===== config.mk =====
export PLATFORM = sky130hd
export DESIGN_NAME = i2c_target_regfile_flat
export DESIGN_NICKNAME = d
export VERILOG_FILES = /design/src/rtl/i2c_target_pkg.sv /design/src/rtl/i2c_target_regfile_if.sv /design/src/rtl/i2c_line_sync.sv /design/src/rtl/i2c_target_regfile.sv /design/src/flat_wrapper.sv
export SDC_FILE = /design/constraint.sdc
export NUM_CORES = 1
export LEC_CHECK = 0
export CAP_MARGIN = 20
export CORE_MARGIN = 5
export CORE_UTILIZATION = 49
export DETAILED_ROUTE_END_ITERATION = 6
export HOLD_SLACK_MARGIN = 0.05
export PLACE_DENSITY = 0.67
export SETUP_SLACK_MARGIN = 0.1
export SLEW_MARGIN = 20
export SYNTH_ARGS = -nofsm -noshare
export SYNTH_HDL_FRONTEND = slang
export SYNTH_SLANG_ARGS = --single-unit
export TNS_END_PERCENT = 5

===== constraint.sdc =====
create_clock -name clk_i -period 2.9 [get_ports clk_i]
set_input_delay 0.58 -clock clk_i [delete_from_list [all_inputs] [get_ports clk_i]]
set_output_delay 0.58 -clock clk_i [all_outputs]
set_load 0.02 [all_outputs]

===== src/rtl/i2c_target_pkg.sv =====
// Shared types and constants for the I2C target register file.
package i2c_target_pkg;

    typedef enum logic [3:0] {
        ST_IDLE,
        ST_ADDR,
        ST_ADDR_ACK,
        ST_PTR,
        ST_PTR_ACK,
        ST_WDATA,
        ST_WDATA_ACK,
        ST_RDATA,
        ST_RDATA_MACK,
        ST_IGNORE
    } state_e;

    localparam logic I2C_ACK   = 1'b0;
    localparam logic I2C_NACK  = 1'b1;
    localparam int   BYTE_BITS = 8;

endpackage


===== src/rtl/i2c_target_regfile_if.sv =====
// I2C pad-side signals: the target uses the slave modport, a bus model the master modport.
interface i2c_target_regfile_if;
    logic i2c_scl_i;
    logic i2c_sda_i;
    logic i2c_sda_o;
    logic i2c_sda_t;

    modport slave  (input  i2c_scl_i, input  i2c_sda_i, output i2c_sda_o, output i2c_sda_t);
    modport master (output i2c_scl_i, output i2c_sda_i, input  i2c_sda_o, input  i2c_sda_t);
endinterface


===== src/rtl/i2c_line_sync.sv =====
// Per-line 2-FF synchronizer, optional 3-sample majority filter, and edge pulses.
// Filter enabled by defining I2C_TARGET_GLITCH_FILTER_EN.
module i2c_line_sync (
    input  logic clk_i,
    input  logic rst_i,
    input  logic line_i,
    output logic level_o,
    output logic rise_o,
    output logic fall_o
);
    logic meta_q, sync_q, prev_q;
    logic filt;

    // Lines idle high, so everything resets to 1 to avoid a spurious edge after reset.
    always_ff @(posedge clk_i) begin
        if (rst_i) begin
            meta_q <= 1'b1;
            sync_q <= 1'b1;
        end else begin
            meta_q <= line_i;
            sync_q <= meta_q;
        end
    end

`ifdef I2C_TARGET_GLITCH_FILTER_EN
    logic hist1_q, hist2_q, filt_q;

    always_ff @(posedge clk_i) begin
        if (rst_i) begin
            hist1_q <= 1'b1;
            hist2_q <= 1'b1;
            filt_q  <= 1'b1;
        end else begin
            hist1_q <= sync_q;
            hist2_q <= hist1_q;
            filt_q  <= (sync_q & hist1_q) | (sync_q & hist2_q) | (hist1_q & hist2_q);
        end
    end
    assign filt = filt_q;
`else
    assign filt = sync_q;
`endif

    always_ff @(posedge clk_i) begin
        if (rst_i) prev_q <= 1'b1;
        else       prev_q <= filt;
    end

    assign level_o = filt;
    assign rise_o  = filt & ~prev_q;
    assign fall_o  = ~filt & prev_q;

endmodule


===== src/rtl/i2c_target_regfile.sv =====
// I2C target with a byte register file and an auto-incrementing pointer.
// Optional input glitch filter: define I2C_TARGET_GLITCH_FILTER_EN.
module i2c_target_regfile
    import i2c_target_pkg::*;
#(
    parameter logic [6:0] TARGET_ADDR = 7'h50,
    parameter int         REG_DEPTH   = 16
) (
    input  logic                 clk_i,
    input  logic                 rst_i,
    i2c_target_regfile_if.slave  bus,
    input  logic                 usr_we_i,
    input  logic [7:0]           usr_addr_i,
    input  logic [7:0]           usr_wdata_i,
    output logic [7:0]           usr_rdata_o,
    output logic                 wr_valid_o,
    output logic [7:0]           wr_addr_o,
    output logic [7:0]           wr_data_o,
    output logic                 busy_o
);
    localparam int IDX_W = (REG_DEPTH > 1) ? $clog2(REG_DEPTH) : 1;

    logic scl_lvl, scl_rise, scl_fall, sda_lvl, sda_rise, sda_fall;
    logic start_det, stop_det;

    i2c_line_sync u_scl_sync (.clk_i(clk_i), .rst_i(rst_i), .line_i(bus.i2c_scl_i),
                              .level_o(scl_lvl), .rise_o(scl_rise), .fall_o(scl_fall));
    i2c_line_sync u_sda_sync (.clk_i(clk_i), .rst_i(rst_i), .line_i(bus.i2c_sda_i),
                              .level_o(sda_lvl), .rise_o(sda_rise), .fall_o(sda_fall));

    assign start_det = scl_lvl & sda_fall;
    assign stop_det  = scl_lvl & sda_rise;

    state_e             state_q, state_d;
    logic [3:0]         cnt_q, cnt_d;
    logic [7:0]         shift_q, shift_d;
    logic [IDX_W-1:0]   ptr_q, ptr_d;
    logic               rw_q, rw_d, sda_t_q, sda_t_d, busy_q, busy_d;
    logic               wr_valid_q, wr_valid_d;
    logic [7:0]         wr_addr_q, wr_addr_d, wr_data_q, wr_data_d;
    logic               bus_we;
    logic [7:0]         shifted, rd_byte, usr_rdata_q;
    logic [IDX_W-1:0]   usr_idx;
    logic [7:0]         regs [REG_DEPTH];
    logic               usr_addr_unused;

    assign shifted         = {shift_q[6:0], sda_lvl};
    assign rd_byte         = regs[ptr_q];
    assign usr_idx         = usr_addr_i[IDX_W-1:0];
    assign usr_addr_unused = ^(usr_addr_i >> IDX_W);

    // cnt counts SCL rises in the current byte; 8 and 9 mark the ACK slot phases.
    always_comb begin
        state_d    = state_q;
        cnt_d      = cnt_q;
        shift_d    = shift_q;
        ptr_d      = ptr_q;
        rw_d       = rw_q;
        sda_t_d    = sda_t_q;
        busy_d     = busy_q;
        wr_valid_d = 1'b0;
        wr_addr_d  = wr_addr_q;
        wr_data_d  = wr_data_q;
        bus_we     = 1'b0;
        if (stop_det) begin
            state_d = ST_IDLE;
            sda_t_d = 1'b1;
            busy_d  = 1'b0;
        end else if (start_det) begin
            state_d = ST_ADDR;
            cnt_d   = 4'd0;
            sda_t_d = 1'b1;
        end else begin
            unique case (state_q)
                ST_ADDR, ST_PTR, ST_WDATA: begin
                    if (scl_rise) begin
                        shift_d = shifted;
                        cnt_d   = cnt_q + 4'd1;
                        if (cnt_q == 4'(BYTE_BITS - 1)) begin
                            if (state_q == ST_ADDR) begin
                                if (shifted[7:1] == TARGET_ADDR) begin
                                    state_d = ST_ADDR_ACK;
                                    rw_d    = shifted[0];
                                    busy_d  = 1'b1;
                                end else begin
                                    state_d = ST_IGNORE;
                                    busy_d  = 1'b0;
                                end
                            end else if (state_q == ST_PTR) begin
                                state_d = ST_PTR_ACK;
                                ptr_d   = shifted[IDX_W-1:0];
                            end else begin
                                state_d    = ST_WDATA_ACK;
                                bus_we     = 1'b1;
                                wr_valid_d = 1'b1;
                                wr_addr_d  = 8'(ptr_q);
                                wr_data_d  = shifted;
                                ptr_d      = ptr_q + IDX_W'(1);
                            end
                        end
                    end
                end
                ST_ADDR_ACK, ST_PTR_ACK, ST_WDATA_ACK: begin
                    if (scl_rise) begin
                        cnt_d = cnt_q + 4'd1;
                    end else if (scl_fall && cnt_q == 4'd8) begin
                        sda_t_d = I2C_ACK;
                    end else if (scl_fall && cnt_q == 4'd9) begin
                        cnt_d   = 4'd0;
                        sda_t_d = 1'b1;
                        if (state_q == ST_ADDR_ACK && rw_q) begin
                            state_d = ST_RDATA;
                            shift_d = rd_byte;
                            sda_t_d = rd_byte[7];
                        end else if (state_q == ST_ADDR_ACK) begin
                            state_d = ST_PTR;
                        end else begin
                            state_d = ST_WDATA;
                        end
                    end
                end
                ST_RDATA: begin
                    if (scl_rise) begin
                        cnt_d = cnt_q + 4'd1;
                    end else if (scl_fall && cnt_q == 4'd8) begin
                        sda_t_d = 1'b1;
                        state_d = ST_RDATA_MACK;
                    end else if (scl_fall) begin
                        shift_d = {shift_q[6:0], 1'b0};
                        sda_t_d = shift_q[6];
                    end
                end
                ST_RDATA_MACK: begin
                    if (scl_rise) begin
                        cnt_d = 4'd9;
                        if (sda_lvl == I2C_NACK) state_d = ST_IGNORE;
                        else                     ptr_d   = ptr_q + IDX_W'(1);
                    end else if (scl_fall && cnt_q == 4'd9) begin
                        state_d = ST_RDATA;
                        cnt_d   = 4'd0;
                        shift_d = rd_byte;
                        sda_t_d = rd_byte[7];
                    end
                end
                default: sda_t_d = 1'b1;
            endcase
        end
    end

    always_ff @(posedge clk_i) begin
        if (rst_i) begin
            state_q     <= ST_IDLE;
            cnt_q       <= '0;
            shift_q     <= '0;
            ptr_q       <= '0;
            rw_q        <= 1'b0;
            sda_t_q     <= 1'b1;
            busy_q      <= 1'b0;
            wr_valid_q  <= 1'b0;
            wr_addr_q   <= '0;
            wr_data_q   <= '0;
            usr_rdata_q <= '0;
        end else begin
            state_q     <= state_d;
            cnt_q       <= cnt_d;
            shift_q     <= shift_d;
            ptr_q       <= ptr_d;
            rw_q        <= rw_d;
            sda_t_q     <= sda_t_d;
            busy_q      <= busy_d;
            wr_valid_q  <= wr_valid_d;
            wr_addr_q   <= wr_addr_d;
            wr_data_q   <= wr_data_d;
            usr_rdata_q <= regs[usr_idx];
        end
    end

    // Bus write takes priority over a user write to the same register.
    for (genvar gi = 0; gi < REG_DEPTH; gi++) begin : g_reg
        logic [7:0] reg_q;
        always_ff @(posedge clk_i) begin
            if (rst_i)                                   reg_q <= '0;
            else if (bus_we && ptr_q == IDX_W'(gi))      reg_q <= shifted;
            else if (usr_we_i && usr_idx == IDX_W'(gi))  reg_q <= usr_wdata_i;
        end
        assign regs[gi] = reg_q;
    end

    assign bus.i2c_sda_o = 1'b0;
    assign bus.i2c_sda_t = sda_t_q | rst_i;
    assign usr_rdata_o   = usr_rdata_q;
    assign wr_valid_o    = wr_valid_q;
    assign wr_addr_o     = wr_addr_q;
    assign wr_data_o     = wr_data_q;
    assign busy_o        = busy_q;

endmodule


===== src/flat_wrapper.sv =====
// flat-port wrapper written by rule: the top's interface ports become plain ports
module i2c_target_regfile_flat import i2c_target_pkg::*;
#(
    parameter logic [6:0] TARGET_ADDR = 7'h50,
    parameter int         REG_DEPTH   = 16
)
  (clk_i, rst_i, usr_we_i, usr_addr_i, usr_wdata_i, usr_rdata_o, wr_valid_o, wr_addr_o, wr_data_o, busy_o, bus_i2c_scl_i, bus_i2c_sda_i, bus_i2c_sda_o, bus_i2c_sda_t);
  i2c_target_regfile_if bus_i ();
  input  logic clk_i;
  input  logic rst_i;
  input  logic usr_we_i;
  input  logic [7:0] usr_addr_i;
  input  logic [7:0] usr_wdata_i;
  output logic [7:0] usr_rdata_o;
  output logic wr_valid_o;
  output logic [7:0] wr_addr_o;
  output logic [7:0] wr_data_o;
  output logic busy_o;
  input wire logic [$bits(bus_i.i2c_scl_i)-1:0] bus_i2c_scl_i;
  input wire logic [$bits(bus_i.i2c_sda_i)-1:0] bus_i2c_sda_i;
  output wire logic [$bits(bus_i.i2c_sda_o)-1:0] bus_i2c_sda_o;
  output wire logic [$bits(bus_i.i2c_sda_t)-1:0] bus_i2c_sda_t;
  assign bus_i.i2c_scl_i = bus_i2c_scl_i;
  assign bus_i.i2c_sda_i = bus_i2c_sda_i;
  assign bus_i2c_sda_o = bus_i.i2c_sda_o;
  assign bus_i2c_sda_t = bus_i.i2c_sda_t;
  i2c_target_regfile #(.TARGET_ADDR(TARGET_ADDR), .REG_DEPTH(REG_DEPTH)) u_core (.clk_i(clk_i), .rst_i(rst_i), .bus(bus_i), .usr_we_i(usr_we_i), .usr_addr_i(usr_addr_i), .usr_wdata_i(usr_wdata_i), .usr_rdata_o(usr_rdata_o), .wr_valid_o(wr_valid_o), .wr_addr_o(wr_addr_o), .wr_data_o(wr_data_o), .busy_o(busy_o));
endmodule

Yosys cells after proc, flatten, opt, wreduce, memory -nomap -nowiden
Index checks and enable logic that the tools add are counted.

Bits of input ports: 21. Logic and storage cells: 297. Bits in read-only memories: 0. Register bits: 177. RAM bits: 0. Memories: 0. Latch bits: 0. Output and inout bits: 28.

Bitwise operators: 18. Divide/modulo/power cells: 0. Mux-type cells: 98. Equal/unequal tests: 72. Shift operators: 0. Multiply operators: 0. Add/sub/neg operators: 2. Order comparisons: 2. Reduce and logical (&&, ||, !) cells: 71.

Operator list (number): $mux 8 (36); $mux 4 (25); $eq 4x4->1 const B (19); $mux 7 (10); $bmux 8 s4 (2); $eq 4x3->1 const B (13); $logic_and 1x1->1 (35); $reduce_bool 2->1 (17); $pmux 7 s4 (1); $eq 4x2->1 const B (6); $ne 3x1->1 const B (8); $reduce_and 7->1 (3); $reduce_and 10->1 (2); $mux 1 (18); $ne 2x1->1 const B (8); $pmux 4 s4 (1); $ne 2x2->1 const B (7); $reduce_and 13->1 (1); $eq 4x1->1 const B (3); $pmux 4 s3 (1); $ge 5x5->1 const B (2); $not 4->5 (2); $ne 3x3->1 const B (3); $not 1->1 (9); other kinds (21) (31).

Logic depth before layout (Yosys ltp)
Gate-level depths: netlist of the first run.

Depth after elaboration: 10. Mapped depth: 9. Depth with buffers taken out: 7.

By module
A second synthesis of the first run with hierarchy kept.

Cells, all modules: 1048. Area total of the unflattened synthesis: 10362.4 sq um.

By module, submodules not included: i2c_target_regfile (sequential area each 3423.3 sq um, area an instance 10177.3 sq um, times used 1, cells an instance 1032); i2c_line_sync (sequential area each 60.1 sq um, area an instance 92.6 sq um, times used 2, cells an instance 8).

Least setup slack after synthesis of the first run
No wires, ideal clock.

Path type: input to register. From: input port usr_addr_i[0]. To: register u_core.usr_rdata_q[7], in the netlist u_core.usr_rdata_o[7]. Cell stages on the path: 5. Path slack: 0.525 ns. Buffers on the path: 2. Arrival: 2.261 ns. Data required time: 2.785 ns. Library setup time: 0.115 ns. Cell sequence: buf_2 > buf_2 > mux4_2 > mux4_2 > and2_1.

Longest elaborated chain between the ends: 4.

RTL lines: start, declared (RTL line flat_wrapper.sv:12) `input logic [7:0] usr_addr_i;`; $not 4->5 (implied by the code) (RTL line i2c_target_regfile.sv:174) `usr_rdata_q <= regs[usr_idx];`; $bmux 8 s4 (RTL line i2c_target_regfile.sv:174); $mux 8 (implied by the code) (2 in a row) (RTL line i2c_target_regfile.sv:174); end signal, assigned (RTL line i2c_target_regfile.sv:174); end, declared (RTL line i2c_target_regfile.sv:42) `logic [7:0] shifted, rd_byte, usr_rdata_q;`.

Every way passes these cells. The select of a mux whose other input is x is not followed. A chain may end at the register's enable or synchronous reset.

Final worst setup path of the first run
From: register u_core.state_q[1]. To: register u_core.ptr_q[0].

Longest elaborated chain between the ends: 6. Elaborated cells on any way between the ends: 17. Classes of those cells: 9 x eq/ne; 5 x mux; 3 x reduce/logical.

RTL lines: start, declared (RTL line i2c_target_regfile.sv:34) `state_e state_q, state_d;`; start signal, assigned (RTL line i2c_target_regfile.sv:164) `state_q <= state_d;`; $eq 4x2->1 (RTL line i2c_target_regfile.sv:74, i2c_target_regfile.sv:89); $mux 4 (RTL line i2c_target_regfile.sv:89) `end else if (state_q == ST_PTR) begin`; $mux 4 (RTL line i2c_target_regfile.sv:80) `if (state_q == ST_ADDR) begin`; $mux 4 (RTL line i2c_target_regfile.sv:79) `if (cnt_q == 4'(BYTE_BITS - 1)) begin`; $mux 4 (RTL line i2c_target_regfile.sv:76) `if (scl_rise) begin`; $pmux 4 s2 (RTL line i2c_target_regfile.sv:74) `unique case (state_q)`; end signal, assigned (RTL line i2c_target_regfile.sv:167) `ptr_q <= ptr_d;`; end, declared (RTL line i2c_target_regfile.sv:37) `logic [IDX_W-1:0] ptr_q, ptr_d;`.

Several ways; a longest one is shown, not always the timed one. The select of a mux whose other input is x is not followed.

==> flow_metrics.py, run 1 <==
metrics = {
    "run_status": {
        "status": "complete, no violations",
    },
    "routing": {
        "drtAntennaViolNets": 0,
        "finalWirelength_um": 29700,
        "drc_errors": 0,
        "wl_per_cell_um": 21.6,
        "avgViaCountPerCell": 6.32,
        "routed-via-count": 8705,
        "dr.pass1.iters": 5,
        "drt_iter0_drc": 825,
    },
    "floorplanning": {
        "dieArea_um2": 24300,
        "io-pin-count": 49,
        "core_um2": 21000,
        "rows": 53,
        "initial_utilization_pct": 49.7,
        "die_h_um": 156,
        "die_w_um": 156,
    },
    "place": {
        "io_buffer_count": 39,
        "place.gp.congestion": 0.886,
        "place_hpwl_um": 20500,
    },
    "logic_synthesis": {
        "synth_largest_area_cell": "dfxtp_1",
        "ys_warn_count": 0,
        "ys_types": 65,
        "async_flop_share_pct": 0,
        "netlist_instances": 1084,
        "avgSynthCellArea_um2": 9.62,
        "synth_area_leaders": "dfxtp_1 (34%), mux4_2 (14%), mux2i_1 (13%)",
        "yosysTopAreaCellShare_pct": 34.0,
        "ys_seq_area_share_pct": 34.0,
        "synth_edf_count": 0,
        "yosysMostFrequentCell": "dfxtp_1",
        "ys_ff_latch": 177,
        "ys.flop_type": "dfxtp_1",
        "netlist_area_um2": 10400,
        "synth_commonest_cells": "dfxtp_1 (177), nor2_1 (162), a211oi_1 (137)",
    },
    "cells_and_area": {
        "fin_util_pct": 56.0,
        "drive_above_1_share_pct": 18.0,
        "antenna_cells": 0,
        "syn_to_final_growth_pct": 12.6,
        "fillers": 1887,
        "regArea_um2": 3550,
        "multi_input_area_um2": 6370,
        "nets": 1118,
    },
    "timing": {
        "min_period_ns": 2.48,
        "fin_tns_setup_ns": 0,
        "slew_viol_final": 0,
        "timing.fmax_ghz": 0.403,
        "hold_violations": 0,
        "rsz0062_at_grt": "no",
        "tightest_slew_ns": 1.10,
        "finalSetupViolations": 0,
        "fin_crit_sh_pct": 85.6,
        "relSlewSlack_pct": 26.7,
        "finClkSkew_ns": 0.00808,
    },
    "power_and_ir_drop": {
        "p_per_area_nw_per_um2": 486,
        "vdd_drop_max_uv": 391,
        "p_leak_nw": 4.37,
    },
    "cts": {
        "cts_inserted_buffers": 17,
        "hold_buffers": 0,
        "cts_resized": 0,
        "postCtsSetupRepairBufs": 0,
        "cts-root-buf": "clkbuf_16",
        "clk_path_buf_depth": 2,
        "insertion_delay_ns": 0.43,
        "cts_tree": "yes",
        "path_clk_slew_ns": 0.07,
        "cts.sinks": 177,
        "htree_levels": 4,
    },
    "setup_path": {
        "cpPeakStageDelay_ns": 0.78,
        "path_max_fanout": 11,
        "cp_data_arrival_time_ns": 2.83,
        "worstPathCellList": "or4b_1, nor2_1, o221ai_1, or3_1, a31oi_1",
        "crit_path_end_kind": "flip-flop",
        "critPathKind": "reg -> reg",
        "crit_required_ns": 3.24,
        "startpoint_type": "flip-flop",
        "cp_slowest_cell": "or4b_1",
    },
    "global_routing": {
        "antenna_found_initial": 0,
        "grt-ovfl-total": 0,
        "grt_pass1_wl_um": 47600,
        "grt_max_degree": 96,
        "track_usage_pct": 24.7,
        "grt_pass1_vias": 8189,
    },
    "job": {
        "max_cap_violations": 0,
    },
    "hold_path": {
        "hold_class": "in -> reg",
    },
}
[flip-flops by register name, summed over array words and instances (netlist names), 4 cells and up]
signal,count
u_core.usr_rdata_o,8
u_core.wr_addr_o,4
u_core.cnt_q,4
u_core.state_q,4
u_core.shift_q,7
u_core.wr_data_o,8
u_core.g.reg_q,128
u_core.ptr_q,4
[critical path: cells and delay by family, from the launching register on]
kind	cells	cell delay [ns]
flops	1	0.44
compound gates	2	0.54
simple gates	3	1.42
[layer usage]
layer  GRT usage, %  vias up  wire, µm
met5              0        -         0
met3           4.19       39      1980
met1           35.3     4274     13300
met4           8.71        0       641
li1               -     4079         -
met2           37.9      313     13700
[cells by family (layout without fill, tap and decap cells)]
group,count (synthesis),in the layout,share of synthesized area [%]
AO/OA/AOI/OAI,249,249,17.1
multiplexers,212,212,28.2
XOR/XNOR,2,2,0.168
AND/OR/NAND/NOR,311,311,14.6
other,1,5,0.0360
adder cells (fa/ha/maj),7,7,0.840
buffers and inverters,125,139,5.11
flip-flops,177,177,34.0
[area by class of cell]
cell class	count	area share (%)
clock buffer	19	3.77
clock inverter	12	1.13
inverter	9	0.288
multi-input combinational	786	54.3
sequential	177	30.2
tap	275	2.93
timing repair buffer	99	7.38
[through the flow]
stage | worst slack [ns] | hold slack [ns] | power (mW) | instances | area, µm²
4_1_cts | 0.478 | 0.384 | 5.71 | 1377 | 11700
3_3_place_gp | 0.390 | 0.391 | 3.41 | 1346 | 11200
6_report | 0.418 | 0.397 | 5.70 | 1377 | 11700
3_5_place_dp | 0.311 | 0.394 | 3.41 | 1346 | 11200
5_1_grt | 0.227 | 0.396 | 5.90 | 1377 | 11700
2_1_floorplan | 0.525 | 0.389 | 3.14 | 1088 | 10400
[layout by cell type, fill, tap and decap left out, types with 3 or more instances in the layout]
| master | synthesis | layout |
|---|---|---|
| nand3_1 | 6 | 6 |
| o21ai_0 | 12 | 12 |
| clkinv_2 | 0 | 3 |
| a211oi_1 | 137 | 137 |
| buf_12 | 0 | 3 |
| mux4_2 | 64 | 64 |
| o31ai_1 | 5 | 5 |
| ha_1 | 7 | 7 |
| nand4_2 | 7 | 7 |
| a22oi_1 | 6 | 6 |
| nor2_1 | 162 | 162 |
| nor3b_1 | 3 | 3 |
| nand4_1 | 12 | 12 |
| a31oi_1 | 3 | 3 |
| buf_4 | 5 | 58 |
| clkinvlp_4 | 0 | 3 |
| clkbuf_16 | 0 | 17 |
| or3_1 | 3 | 3 |
| inv_6 | 0 | 4 |
| clkdlybuf4s50_1 | 0 | 36 |
| and2_1 | 14 | 14 |
| or2_2 | 12 | 12 |
| nand2b_1 | 10 | 10 |
| nor2b_1 | 10 | 10 |
| mux2i_1 | 136 | 136 |
| conb_1 | 1 | 5 |
| nand3b_1 | 7 | 7 |
| mux2_2 | 12 | 12 |
| inv_1 | 9 | 9 |
| nand2_1 | 43 | 43 |
| nor4_1 | 7 | 7 |
| dfxtp_1 | 177 | 175 |
| a21oi_1 | 41 | 41 |
| o211ai_1 | 4 | 4 |
| o22ai_1 | 13 | 13 |
[worst paths after layout]
| kind | start | end | slack (ns) | cells past startpoint |
|---|---|---|---|---|
| max | u_core.state_q[1] | u_core.ptr_q[0] | 0.42 | 5 |
| min | rst_i | u_core.g_reg[7].reg_q[7] | 0.40 | 2 |
| max reg2reg | u_core.state_q[1] | u_core.ptr_q[0] | 0.42 | 5 |
| min reg2reg | u_core.u_scl_sync.meta_q | u_core.u_scl_sync.level_o | 0.41 | 1 |
[power by group]
| group | total (mW) | internal (mW) | switching [mW] | leakage, nW |
|---|---|---|---|---|
| Combinational | 0.806 | 0.298 | 0.508 | 2.67 |
| Sequential | 2.57 | 2.49 | 0.0870 | 1.43 |
| Clock | 2.32 | 1.29 | 1.03 | 0.276 |
No activity file was read; power rests on OpenSTA's default activity.
==> run 2, diff against run 1 <==
--- a/config.mk
+++ b/config.mk
@@ -7,10 +7,9 @@
 export LEC_CHECK = 0
 export CAP_MARGIN = 20
 export CORE_MARGIN = 5
-export CORE_UTILIZATION = 49
+export CORE_UTILIZATION = 45
 export DETAILED_ROUTE_END_ITERATION = 6
 export HOLD_SLACK_MARGIN = 0.05
-export PLACE_DENSITY = 0.67
 export SETUP_SLACK_MARGIN = 0.1
 export SLEW_MARGIN = 20
 export SYNTH_ARGS = -nofsm -noshare
==> run 2 against run 1 <==
Compared with the run above:
- sequential power is essentially flat
- clock power grew 2%
- final cell count grew 1.2%
- worst hold slack gained 0.012 ns
- critical endpoint is now u_core.shift_q[0]
- largest power group unchanged
- highest routed layer unchanged
==> flow_metrics.py, run 2 (synthesized netlist as in run 1, its figures left out) <==
metrics = {
    "run_status": {
        "status": "complete, no violations",
    },
    "setup_path": {
        "reg2reg_to": "u_core.shift_q[0]",
        "regToRegStartpoint": "u_core.state_q[2]",
        "crit_path_start": "u_core.state_q[2]",
        "r2r_cells": 5,
        "crit_path_end_kind": "flip-flop",
        "cp_data_arrival_time_ns": 2.79,
        "crit_required_ns": 3.28,
        "startpoint_type": "flip-flop",
        "critPathKind": "reg -> reg",
        "rrSetupSlack_ns": 0.49,
        "path_max_fanout": 11,
    },
    "job": {
        "max_cap_violations": 0,
    },
    "routing": {
        "dr.pass1.iters": 7,
        "wl_per_cell_um": 22.4,
        "finalWirelength_um": 31300,
        "avgViaCountPerCell": 6.26,
        "routed-via-count": 8721,
        "drt_iter0_drc": 712,
        "drc_errors": 0,
        "drtAntennaViolNets": 0,
    },
    "power_and_ir_drop": {
        "p_leak_nw": 4.40,
        "total_power_mw": 5.75,
        "vdd_drop_max_uv": 405,
        "p_per_area_nw_per_um2": 487,
    },
    "timing": {
        "finClkSkew_ns": 0.0108,
        "hold_violations": 0,
        "timing.fmax_ghz": 0.415,
        "relSlewSlack_pct": 37.6,
        "rsz0062_at_grt": "no",
        "min_period_ns": 2.41,
        "finalSetupViolations": 0,
        "fin_tns_setup_ns": 0,
        "slew_viol_final": 0,
        "tightest_slew_ns": 0.935,
        "whs_ns": 0.409,
        "fin_crit_sh_pct": 83.1,
    },
    "cells_and_area": {
        "final_common_cell": "dfxtp_1",
        "drive_above_1_share_pct": 18.5,
        "fin_util_pct": 51.9,
        "nets": 1124,
        "antenna_cells": 0,
        "largest_register": "u_core.g.reg_q",
        "final_cell_mix": "dfxtp_1 (175), nor2_1 (161), a211oi_1 (137)",
        "largest_reg_flops": 128,
        "fillers": 2114,
        "syn_to_final_growth_pct": 13.1,
    },
    "cts": {
        "cts_inserted_buffers": 17,
        "postCtsSetupRepairBufs": 0,
        "cts-root-buf": "clkbuf_16",
        "hold_buffers": 0,
        "htree_levels": 4,
        "cts.sinks": 177,
        "cts_tree": "yes",
        "clk_path_buf_depth": 2,
        "path_clk_slew_ns": 0.07,
        "cts_resized": 0,
        "insertion_delay_ns": 0.44,
    },
    "hold_path": {
        "holdCritStartpoint": "u_core.u_sda_sync.meta_q",
        "hold_class": "reg -> reg",
        "whs_path_depth": 1,
        "holdPathEnd": "u_core.u_sda_sync.level_o",
    },
    "global_routing": {
        "grt_pass1_vias": 8365,
        "grt_max_degree": 81,
        "antenna_found_initial": 0,
        "track_usage_pct": 23.9,
        "grt_pass1_wl_um": 49500,
        "grt-ovfl-total": 0,
    },
    "floorplanning": {
        "initial_utilization_pct": 45.9,
        "die_h_um": 162,
        "core_um2": 22700,
        "rows": 55,
        "die_w_um": 162,
        "dieArea_um2": 26300,
        "io-pin-count": 49,
    },
    "place": {
        "place_hpwl_um": 21500,
        "io_buffer_count": 39,
        "place.gp.congestion": 0.909,
    },
}
==> run 2: power breakdown <==
group          leakage [nW]  total [mW]  internal (mW)  switching [mW]
registers              1.43        2.56           2.49          0.0705
logic                  2.68       0.818          0.292           0.525
clock network         0.284        2.37           1.35            1.02
==> run 2: worst max-delay path by stage <==
stage,to,slack [ns],cells past startpoint
5_1_grt,u_core.g_reg[5].reg_q[1],0.29,7
3_3_place_gp,u_core.g_reg[5].reg_q[1],0.09,5
2_1_floorplan,u_core.usr_rdata_o[7],0.52,5
4_1_cts,u_core.g_reg[13].reg_q[2],0.50,5
6_report,u_core.shift_q[0],0.49,5
3_5_place_dp,u_core.g_reg[13].reg_q[2],0.05,5
==> run 2: worst max-delay path, stage by stage, from the launching register on <==
cell and delay (ns):
dfxtp_1 0.53, or4b_1 0.43, o21ai_1 0.12, a221oi_2 0.68, and2_1 0.38, o221a_2 0.22
==> run 2: area by class of cell <==
cell class / count / area, µm² / area share, %
clock inverters: 10 / 126 / 1.07
repair buffers: 105 / 886 / 7.51
multi-input cells: 786 / 6370 / 54.0
clock buffers: 22 / 474 / 4.02
flip-flops and latches: 177 / 3550 / 30.1
inverters: 9 / 33.8 / 0.286
well taps: 285 / 357 / 3.02
==> run 2: stage by stage <==
| stage | instances | setup WS, ns | area (µm²) |
|---|---|---|---|
| finish | 1394 | 0.491 | 11800 |
| global route | 1394 | 0.293 | 11800 |
| CTS | 1393 | 0.505 | 11800 |
| detailed placement | 1361 | 0.0503 | 11200 |
| global placement | 1361 | 0.0895 | 11200 |
| floorplan | 1088 | 0.525 | 10400 |
==> run 2: per-layer routing <==
metal  GRT usage (%)  part of all wire, %  up-vias
met4            4.81                  1.5        0
li1                -                    -     4102
met5               0                    0        -
met3            3.65                  4.8       35
met1            34.8                   47     4342
met2            37.8                   46      242
==> run 3, diff against run 2 <==
==> constraint.sdc (replaced) <==
create_clock -name clk_i -period 2.4 [get_ports clk_i]
set_input_delay 0.48 -clock clk_i [delete_from_list [all_inputs] [get_ports clk_i]]
set_output_delay 0.48 -clock clk_i [all_outputs]
set_load 0.02 [all_outputs]
==> run 3 against run 2 <==
Compared with the run above:
- clock skew hardly changed
- sequential share of layout area is 0.82 points lower
- worst hold slack hardly changed
- via count is 2.1% higher
- worst setup slack worse by 0.29 ns
- clock-buffer cell count stayed put
- flip-flop and latch count stayed put
- maximum frequency is 9.6% higher
- die area stayed put
- sequential power is 20% higher
- first-iteration DRC count is 14% higher
- largest cell class unchanged
==> flow_metrics.py, run 3 (synthesized netlist as in run 1, its figures left out) <==
metrics = {
    "timing": {
        "hold_violations": 0,
        "timing.fmax_ghz": 0.455,
        "relSlewSlack_pct": 22.4,
        "slew_viol_final": 0,
        "fin_crit_sh_pct": 91.6,
        "min_period_ns": 2.20,
        "fin_tns_setup_ns": 0,
        "finClkSkew_ns": 0.0107,
        "rsz0062_at_grt": "yes",
        "tightest_slew_ns": 1.16,
        "finalSetupViolations": 0,
    },
    "floorplanning": {
        "initial_utilization_pct": 45.9,
        "die_h_um": 162,
        "io-pin-count": 49,
        "rows": 55,
        "die_w_um": 162,
        "core_um2": 22700,
        "dieArea_um2": 26300,
    },
    "cts": {
        "cts_inserted_buffers": 17,
        "cts_resized": 0,
        "htree_levels": 4,
        "path_clk_slew_ns": 0.07,
        "hold_buffers": 0,
        "postCtsSetupRepairBufs": 0,
        "cts-root-buf": "clkbuf_16",
        "cts_tree": "yes",
        "insertion_delay_ns": 0.43,
        "cts.sinks": 177,
        "clk_path_buf_depth": 2,
    },
    "global_routing": {
        "antenna_found_initial": 0,
        "grt-ovfl-total": 0,
        "grt_pass1_vias": 8387,
        "grt_pass1_wl_um": 49700,
        "grt_max_degree": 107,
        "track_usage_pct": 24.0,
    },
    "cells_and_area": {
        "nets": 1153,
        "regArea_um2": 3550,
        "syn_to_final_growth_pct": 16.3,
        "largest_reg_flops": 128,
        "largest_register": "u_core.g.reg_q",
        "fillers": 2069,
        "fin_util_pct": 53.4,
        "drive_above_1_share_pct": 20.4,
        "final_cell_mix": "dfxtp_1 (175), nor2_1 (162), a211oi_1 (137)",
        "antenna_cells": 0,
        "final_common_cell": "dfxtp_1",
        "multi_input_area_um2": 6390,
    },
    "power_and_ir_drop": {
        "p_leak_nw": 4.57,
        "vdd_drop_max_uv": 425,
        "p_per_area_nw_per_um2": 573,
    },
    "setup_path": {
        "rrSetupSlack_ns": 0.20,
        "crit_path_start": "u_core.cnt_q[1]",
        "crit_required_ns": 2.77,
        "critPathKind": "reg -> reg",
        "regToRegStartpoint": "u_core.cnt_q[1]",
        "startpoint_type": "flip-flop",
        "cp_data_arrival_time_ns": 2.57,
        "reg2reg_to": "u_core.state_q[1]",
        "r2r_cells": 7,
        "path_max_fanout": 5,
        "crit_path_end_kind": "flip-flop",
    },
    "place": {
        "place.gp.congestion": 0.890,
        "io_buffer_count": 39,
        "place_hpwl_um": 21800,
    },
    "hold_path": {
        "whs_path_depth": 1,
        "holdPathEnd": "u_core.u_sda_sync.level_o",
        "hold_class": "reg -> reg",
        "holdCritStartpoint": "u_core.u_sda_sync.meta_q",
    },
    "routing": {
        "dr.pass1.iters": 5,
        "routed-via-count": 8901,
        "finalWirelength_um": 31600,
        "drt_iter0_drc": 815,
        "wl_per_cell_um": 22.2,
        "drtAntennaViolNets": 0,
        "drc_errors": 0,
        "avgViaCountPerCell": 6.26,
    },
    "run_status": {
        "status": "complete, no violations",
    },
    "job": {
        "max_cap_violations": 0,
    },
}
-- run 3: cell types whose count changed in the layout (fill, tap and decap cells not counted), moves of 2 or more --
cell	change
buf_12	+9
clkbuf_8	-3
buf_4	+20
clkinv_2	+3
inv_6	-2
clkinv_4	-2
clkbuf_1	+3
-- run 3: power breakdown --
part | internal [mW] | total [mW] | switching, mW
clock | 1.64 | 2.82 | 1.18
combinational | 0.402 | 1.07 | 0.672
sequential | 3.01 | 3.06 | 0.0503
-- run 3: area by class of cell --
class                   instances  area share [%]
clock buffers                  22            3.66
clock inverters                10            1.12
inverters                       9           0.279
multi-input cells             786            52.7
flip-flops and latches        177            29.2
well taps                     285            2.94
repair buffers                134            10.0
-- run 3: per-stage QoR --
stage          worst slack [ns]  hold WS [ns]  instance area [µm²]  total power [mW]  cells
6_report                  0.202         0.409                12100              6.95   1423
5_1_grt                  0.0330         0.445                12100              7.20   1423
4_1_cts                   0.200         0.410                12100              6.97   1423
3_5_place_dp             -0.181         0.394                11500              4.17   1391
3_3_place_gp             -0.135         0.392                11500              4.17   1391
2_1_floorplan             0.125         0.389                10400              3.79   1088
-- run 3: layer usage --
layer / GRT usage, % / wire length, µm
met1: 33.6 / 13900
met2: 38.3 / 14900
met3: 3.50 / 1920
met4: 7.88 / 874
met5: 0 / 0
-- run 3: how the worst max path moves through the flow --
| stage | slack, ns | to | cells after the start |
|---|---|---|---|
| 4_1_cts | 0.20 | u_core.state_q[1] | 7 |
| 3_3_place_gp | -0.14 | u_core.g_reg[9].reg_q[7] | 5 |
| 3_5_place_dp | -0.18 | u_core.g_reg[9].reg_q[4] | 5 |
| 6_report | 0.20 | u_core.state_q[1] | 7 |
| 5_1_grt | 0.03 | u_core.shift_q[1] | 6 |
| 2_1_floorplan | 0.12 | u_core.usr_rdata_o[7] | 5 |
-- run 3: worst max-delay path, cell delays in order, from the launching register on --
cell and delay, ns:
dfxtp_1 0.34, inv_1 0.10, ha_1 0.26, inv_1 0.10, o41a_1 0.44, o22a_1 0.24
or4_1 0.53, a21oi_1 0.12
